[src/rtl/thor2024_mul_iter_pkg.sv]
// Thor2024 iterative multiplier: shared types and defaults.
package thor2024_mul_iter_pkg;

    // Default geometry of the multiply functional unit
    localparam int unsigned MUL_WID  = 64;
    localparam int unsigned MUL_BPC  = 2;
    localparam int unsigned MUL_TAGW = 5;

    // Multiplier sequencing states
    typedef enum logic [1:0] {
        MUL_IDLE,
        MUL_RUN,
        MUL_FIX,
        MUL_DONE
    } mul_state_t;

    // Operation flags latched at accept; the decoder maps
    // FN_MULU/OP_MULUI -> hi=0,sgn=0 and FN_MULUH -> hi=1,sgn=0
    typedef struct packed {
        logic hi;
        logic sgn;
    } mul_op_t;

    // Number of RUN iterations for a given width and bits per cycle
    function automatic int unsigned mul_iters(input int unsigned wid, input int unsigned bpc);
        return wid / bpc;
    endfunction

endpackage

[src/rtl/thor2024_mul_iter_step.sv]
// One radix-2^BPC multiply step: add mcand * digit to the accumulator and
// shift the {acc, mplier} pair right by BPC bits.
module thor2024_mul_iter_step
    import thor2024_mul_iter_pkg::*;
#(
    parameter int unsigned WID = MUL_WID,
    parameter int unsigned BPC = MUL_BPC
) (
    input  logic [WID-1:0] mcand_i,
    input  logic [WID-1:0] acc_i,
    input  logic [WID-1:0] mplier_i,
    output logic [WID-1:0] acc_o,
    output logic [WID-1:0] mplier_o
);

    logic [WID+BPC-1:0] mcand_x;
    logic [WID+BPC-1:0] digit_x;
    logic [WID+BPC-1:0] pp;
    logic [WID+BPC-1:0] sum;

    // Partial product and carry-keeping add; the sum needs WID+BPC bits but
    // after the shift the accumulator always fits back into WID bits
    always_comb begin
        mcand_x  = {{BPC{1'b0}}, mcand_i};
        digit_x  = {{WID{1'b0}}, mplier_i[BPC-1:0]};
        pp       = mcand_x * digit_x;
        sum      = {{BPC{1'b0}}, acc_i} + pp;
        acc_o    = sum[WID+BPC-1:BPC];
        mplier_o = {sum[BPC-1:0], mplier_i[WID-1:BPC]};
    end

endmodule

[src/rtl/thor2024_mul_iter.sv]
// Thor2024 iterative integer multiplier functional unit.
// Fixed latency: accept, WID/BPC RUN cycles, one FIX cycle, then DONE.
module thor2024_mul_iter
    import thor2024_mul_iter_pkg::*;
#(
    parameter int unsigned WID  = MUL_WID,
    parameter int unsigned BPC  = MUL_BPC,
    parameter int unsigned TAGW = MUL_TAGW
) (
    input  logic            clk,
    input  logic            rst,
    input  logic            req_valid,
    output logic            req_ready,
    input  logic [WID-1:0]  req_a,
    input  logic [WID-1:0]  req_b,
    input  logic            req_hi,
    input  logic            req_sgn,
    input  logic [TAGW-1:0] req_tag,
    input  logic            flush,
    output logic            res_valid,
    input  logic            res_ready,
    output logic [WID-1:0]  res,
    output logic [TAGW-1:0] res_tag,
    output logic            busy
);

    localparam int unsigned ITERS = mul_iters(WID, BPC);
    localparam int unsigned CW    = (ITERS > 1) ? $clog2(ITERS) : 1;
    localparam logic [CW-1:0] CNT_INIT = CW'(ITERS - 1);

    mul_state_t      state;
    logic [WID-1:0]  mcand;
    logic [WID-1:0]  acc;
    logic [WID-1:0]  mplier;
    logic [CW-1:0]   cnt;
    logic            neg;
    mul_op_t         op;
    logic [TAGW-1:0] tag;

    logic            accept;
    logic [WID-1:0]  a_mag;
    logic [WID-1:0]  b_mag;
    logic [WID-1:0]  acc_nxt;
    logic [WID-1:0]  mplier_nxt;
    logic [2*WID-1:0] prod_raw;
    logic [2*WID-1:0] prod_fix;

    // Operand magnitudes; -2^(WID-1) negates to itself, which read as unsigned
    // is the correct magnitude 2^(WID-1)
    always_comb begin
        accept = req_valid && req_ready && !flush;
        a_mag  = (req_sgn && req_a[WID-1]) ? -req_a : req_a;
        b_mag  = (req_sgn && req_b[WID-1]) ? -req_b : req_b;
    end

    thor2024_mul_iter_step #(
        .WID (WID),
        .BPC (BPC)
    ) u_step (
        .mcand_i  (mcand),
        .acc_i    (acc),
        .mplier_i (mplier),
        .acc_o    (acc_nxt),
        .mplier_o (mplier_nxt)
    );

    // Full product and its sign correction
    always_comb begin
        prod_raw = {acc, mplier};
        prod_fix = neg ? -prod_raw : prod_raw;
    end

    // Sequencer and datapath registers; flush overrides every state
    always_ff @(posedge clk or posedge rst) begin
        if (rst) begin
            state     <= MUL_IDLE;
            req_ready <= 1'b1;
            res_valid <= 1'b0;
            busy      <= 1'b0;
            res       <= '0;
            res_tag   <= '0;
            mcand     <= '0;
            acc       <= '0;
            mplier    <= '0;
            cnt       <= '0;
            neg       <= 1'b0;
            op        <= '0;
            tag       <= '0;
        end else if (flush) begin
            state     <= MUL_IDLE;
            req_ready <= 1'b1;
            res_valid <= 1'b0;
            busy      <= 1'b0;
        end else begin
            unique case (state)
                MUL_IDLE: begin
                    if (accept) begin
                        mcand     <= a_mag;
                        mplier    <= b_mag;
                        acc       <= '0;
                        neg       <= req_sgn & (req_a[WID-1] ^ req_b[WID-1]);
                        op.hi     <= req_hi;
                        op.sgn    <= req_sgn;
                        tag       <= req_tag;
                        cnt       <= CNT_INIT;
                        state     <= MUL_RUN;
                        req_ready <= 1'b0;
                        busy      <= 1'b1;
                    end
                end
                MUL_RUN: begin
                    acc    <= acc_nxt;
                    mplier <= mplier_nxt;
                    cnt    <= cnt - 1'b1;
                    if (cnt == '0) begin
                        state <= MUL_FIX;
                    end
                end
                MUL_FIX: begin
                    res       <= op.hi ? prod_fix[2*WID-1:WID] : prod_fix[WID-1:0];
                    res_tag   <= tag;
                    res_valid <= 1'b1;
                    state     <= MUL_DONE;
                end
                MUL_DONE: begin
                    // res/res_tag hold until writeback takes them
                    if (res_ready) begin
                        res_valid <= 1'b0;
                        req_ready <= 1'b1;
                        busy      <= 1'b0;
                        state     <= MUL_IDLE;
                    end
                end
                default: begin
                    state     <= MUL_IDLE;
                    req_ready <= 1'b1;
                    res_valid <= 1'b0;
                    busy      <= 1'b0;
                end
            endcase
        end
    end

endmodule

[config.mk]
export PLATFORM = sky130hd
export DESIGN_NAME = thor2024_mul_iter
export DESIGN_NICKNAME = d
export VERILOG_FILES = /design/src/rtl/thor2024_mul_iter_pkg.sv /design/src/rtl/thor2024_mul_iter_step.sv /design/src/rtl/thor2024_mul_iter.sv
export SDC_FILE = /design/constraint.sdc
export NUM_CORES = 1
export LEC_CHECK = 0
export CAP_MARGIN = 30
export CORE_ASPECT_RATIO = 2
export CORE_MARGIN = 8
export CORE_UTILIZATION = 54
export DETAILED_ROUTE_END_ITERATION = 12
export PLACE_DENSITY = 0.79
export SETUP_SLACK_MARGIN = 0.1
export SKIP_LAST_GASP = 1
export SYNTH_ARGS = -nofsm -noshare
export SYNTH_HDL_FRONTEND = slang
export SYNTH_SLANG_ARGS = --single-unit
[constraint.sdc]
create_clock -name clk -period 9.2 [get_ports clk]
set_input_delay 1.38 -clock clk [delete_from_list [all_inputs] [get_ports clk]]
set_output_delay 1.38 -clock clk [all_outputs]
set_load 0.05 [all_outputs]
==> metrics.md <==
| Metric | Value |
|---|---|
| Ys flop type | dfrtp_1 |
| Synth Net Count | 3184 |
| PD cells | 390 mW/mm^2 |
| Pleak | 11.3 nW |
| Rel. slew slack | 0.271 |
| Die width | 162 um |
| Remaining antenna violation count | 0 |
| Synthesized area per cell | 7.88 um^2 |
| Vias in the first global route | 21715 |
| Critical path fanouts, max | 64 |
| Register area share after synthesis | 0.304 |
| Required time of the critical path | 9.62 ns |
| DR iter-0 viols | 1975 |
| RSZ-0062 raised after global routing | false |
| Setup TNS | 0 ns |
| DRT Pass-1 Iters | 10 |
| Crit-path cells | buf_4 -> and2_1 -> fa_1 -> ha_1 -> inv_1 -> fa_1 -> nor2b_1 -> o2111ai_1 -> nand3_1 -> a31oi_1 -> or3_1 -> o41ai_1 -> a31oi_1 -> o31ai_1 -> xnor2_1 -> o22ai_1 |
| Yosys top cell by area | dfrtp_1 |
| Die area | 0.0496 mm^2 |
| Boundary pin count | 212 |
| Post_cts resized | 0 |
| CP peak stage delay | 0.77 ns |
| Family with the most delay on the worst path | compound AO/OA/AOI/OAI gates |
| Synth top area share | 0.303 |
| Row count | 106 |
| WL final | 73800 um |
| Postcts setup bufs | 0 |
| Worst R2R End | acc[47] |
| Largest buffer count on any clock path | 3 |
| Via count | 21555 |
| Most frequent cell after synthesis | nand2_1 |
| Max IR drop VDD | 181 uV |
| Clock Latency Late Sink | 0.58 ns |
| Min Tclk post-route | 5.23 ns |
| Starting density of the core | 0.548 |
| Final worst slack | 3.97 ns |
| Antenna violations before repair | 1 |
| CP Depth | 16 |
| Grt ovf | 0 |
| Routability cong. | 0.947 |
| Die Height | 307 um |
| Final instance area | 0.0262 mm^2 |
| Achievable Freq | 191 MHz |
| Synth Warn # | 0 |
| Post-synthesis instance area | 0.0229 mm^2 |
| Final #Nets | 3268 |
| Slew @ Worst Pin | 1.08 ns |
| Clk_skew | 0.0170 ns |
| # Max-Cap Violations | 0 |
| Final setup fails | 0 |
| Synth async-reset ratio | 1.00 |
| Crit-path slowest cell | o41ai_1 |
| CTS Buf Count | 28 |
| CP bufs+invs | 2 |
| Synth unique cells | 78 |
| Core footprint | 0.0418 mm^2 |
| IO Port Bufs | 211 |
| Top post-synthesis cells by area | dfrtp_1 30%, nand2_1 7.7%, xnor2_1 7.3%, fa_1 5.6%, o21ai_0 5.0% |
| Clock sinks | 278 |
| Pre-CTS setup slack | 3.79 ns |
| # hold bufs at CTS | 0 |
| Worst hold path class | reg -> reg |
| Vias per inst | 6.07 |
| Clk root buf | clkbuf_16 |
| Area growth syn-to-layout | 14.6% |
| Hpwl dp | 56600 um |
| Crit path kind | reg -> reg |
| Number of synthesized flops with an enable pin | 0 |
| Outcome | finished, final reports clean |
| H-tree Lvls | 1 |
| Worst setup startpoint | mplier[0] |
| DRC Markers | 0 |
| GR Util All Layers | 0.294 |
| Commonest cells in the netlist | 469 x nand2_1, 277 x dfrtp_1, 235 x inv_1, 228 x o21ai_0, 195 x a21oi_1 |
| Period utilisation layout | 0.568 |
| WL/cell | 20.8 um |
| Max Transition Viols Final | 0 |
| Worst R2R Start | mplier[0] |
| Yosys reg bits | 278 |
| R2R cell count | 16 |
| Pin count of the biggest net entering global routing | 168 |
| Final Hold Viols | 0 |
| CTS tree | built |
| Share of layout cells above drive strength 1 | 0.0415 |
| Worst EP arrival | 5.65 ns |
| DP Area | 0.0252 mm^2 |
| CP endpoint | acc[47] |
| Critical Path End Type | flip-flop |
| Reg clk slew, reported paths | 0.07 ns |
| First-pass GRT wire length | 118000 um |
| Post-Synthesis Cells | 2906 |
| CP startpoint kind | flip-flop |
| FF-to-FF setup slack | 3.97 ns |
==> where the power goes <==
| part | internal (mW) | switching (mW) | leakage [nW] |
|---|---|---|---|
| logic | 2.40 | 4.20 | 7.28 |
| clock network | 0.712 | 0.567 | 0.491 |
| registers | 1.72 | 0.621 | 3.51 |
| total | 4.83 | 5.38 | 11.3 |
==> cell usage in the layout, fill, tap and decap left out, types with 17 or more instances in the layout <==
cell / synthesis / final
nand2_1: 469 / 469
dfrtp_1: 277 / 273
inv_1: 235 / 234
o21ai_0: 228 / 228
clkdlybuf4s50_1: 0 / 211
a21oi_1: 195 / 194
xnor2_1: 192 / 192
nor2_1: 172 / 172
xor2_1: 107 / 107
o22ai_1: 78 / 78
ha_1: 74 / 73
fa_1: 64 / 64
o31ai_1: 58 / 58
nor3_1: 54 / 54
o21ai_1: 41 / 41
nand3_1: 38 / 38
nand4_1: 37 / 37
or3_1: 34 / 34
o41ai_1: 34 / 33
a21o_1: 31 / 30
clkbuf_16: 0 / 29
or4_1: 24 / 24
nor4_1: 23 / 23
a31oi_1: 21 / 21
a22oi_1: 20 / 20
o211ai_1: 20 / 20
nand2b_1: 20 / 19
buf_4: 0 / 18
o21bai_1: 17 / 17
==> worst min path at each step <==
stage          startpoint    endpoint  slack [ns]  cells past startpoint
3_3_place_gp       tag[1]  res_tag[1]        0.46                      2
6_report           tag[4]  res_tag[4]        0.47                      2
2_1_floorplan      tag[0]  res_tag[0]        0.43                      2
4_1_cts        res_tag[4]  res_tag[4]        0.48                      2
5_1_grt        res_tag[3]  res_tag[3]        0.50                      2
3_5_place_dp   res_tag[4]  res_tag[4]        0.46                      2
==> registers in the layout (all words and copies together) (netlist names) <==
signal     cells
cnt            5
req_ready      1
acc           64
res_valid      1
res_tag        5
mcand         64
busy           1
tag            5
op             1
neg            1
mplier        64
res           64
state          2
==> final cells by class <==
class	instances	area (um^2)
Fill cell	3816	15500
Multi-Input combinational cell	2216	14400
Sequential cell	278	6970
Timing Repair Buffer	231	2270
Inverter	235	890
Clock buffer	30	739
Tap cell	540	676
Clock inverter	21	270
Antenna cell	1	2.50
==> cell families after synthesis <==
| logic type | Yosys count | share of synthesized area |
|---|---|---|
| compound gates | 813 | 0.217 |
| xor+xnor | 299 | 0.114 |
| fa+ha+maj | 138 | 0.0964 |
| buf+inv | 412 | 0.0679 |
| flops | 278 | 0.304 |
| mux | 20 | 0.00913 |
| simple gates | 946 | 0.191 |
==> stage by stage <==
stage / utilization / power, mW / instances / hold slack (ns)
3_3_place_gp: 0.603 / 8.67 / 3499 / 0.460
2_1_floorplan: - / 6.99 / 2906 / 0.433
5_1_grt: 0.628 / 11.0 / 3552 / 0.502
6_report: 0.628 / 10.2 / 3552 / 0.474
3_5_place_dp: 0.603 / 8.80 / 3499 / 0.461
4_1_cts: 0.628 / 10.1 / 3550 / 0.479
==> tightest hold or removal path, stage by stage, from the launching register on <==
cell     delay [ns]
dfrtp_1        0.34
nand2_1        0.06
nand2_1        0.05
==> per-layer routing <==
layer  track usage  up-vias  share of wire
met3        0.0399      223          0.065
met5             0        -              0
met1         0.334    10215           0.37
met4         0.179        0          0.066
met2         0.515      921           0.50
li1              -    10196              -
Note: power is estimated with default switching activity, not from simulation.
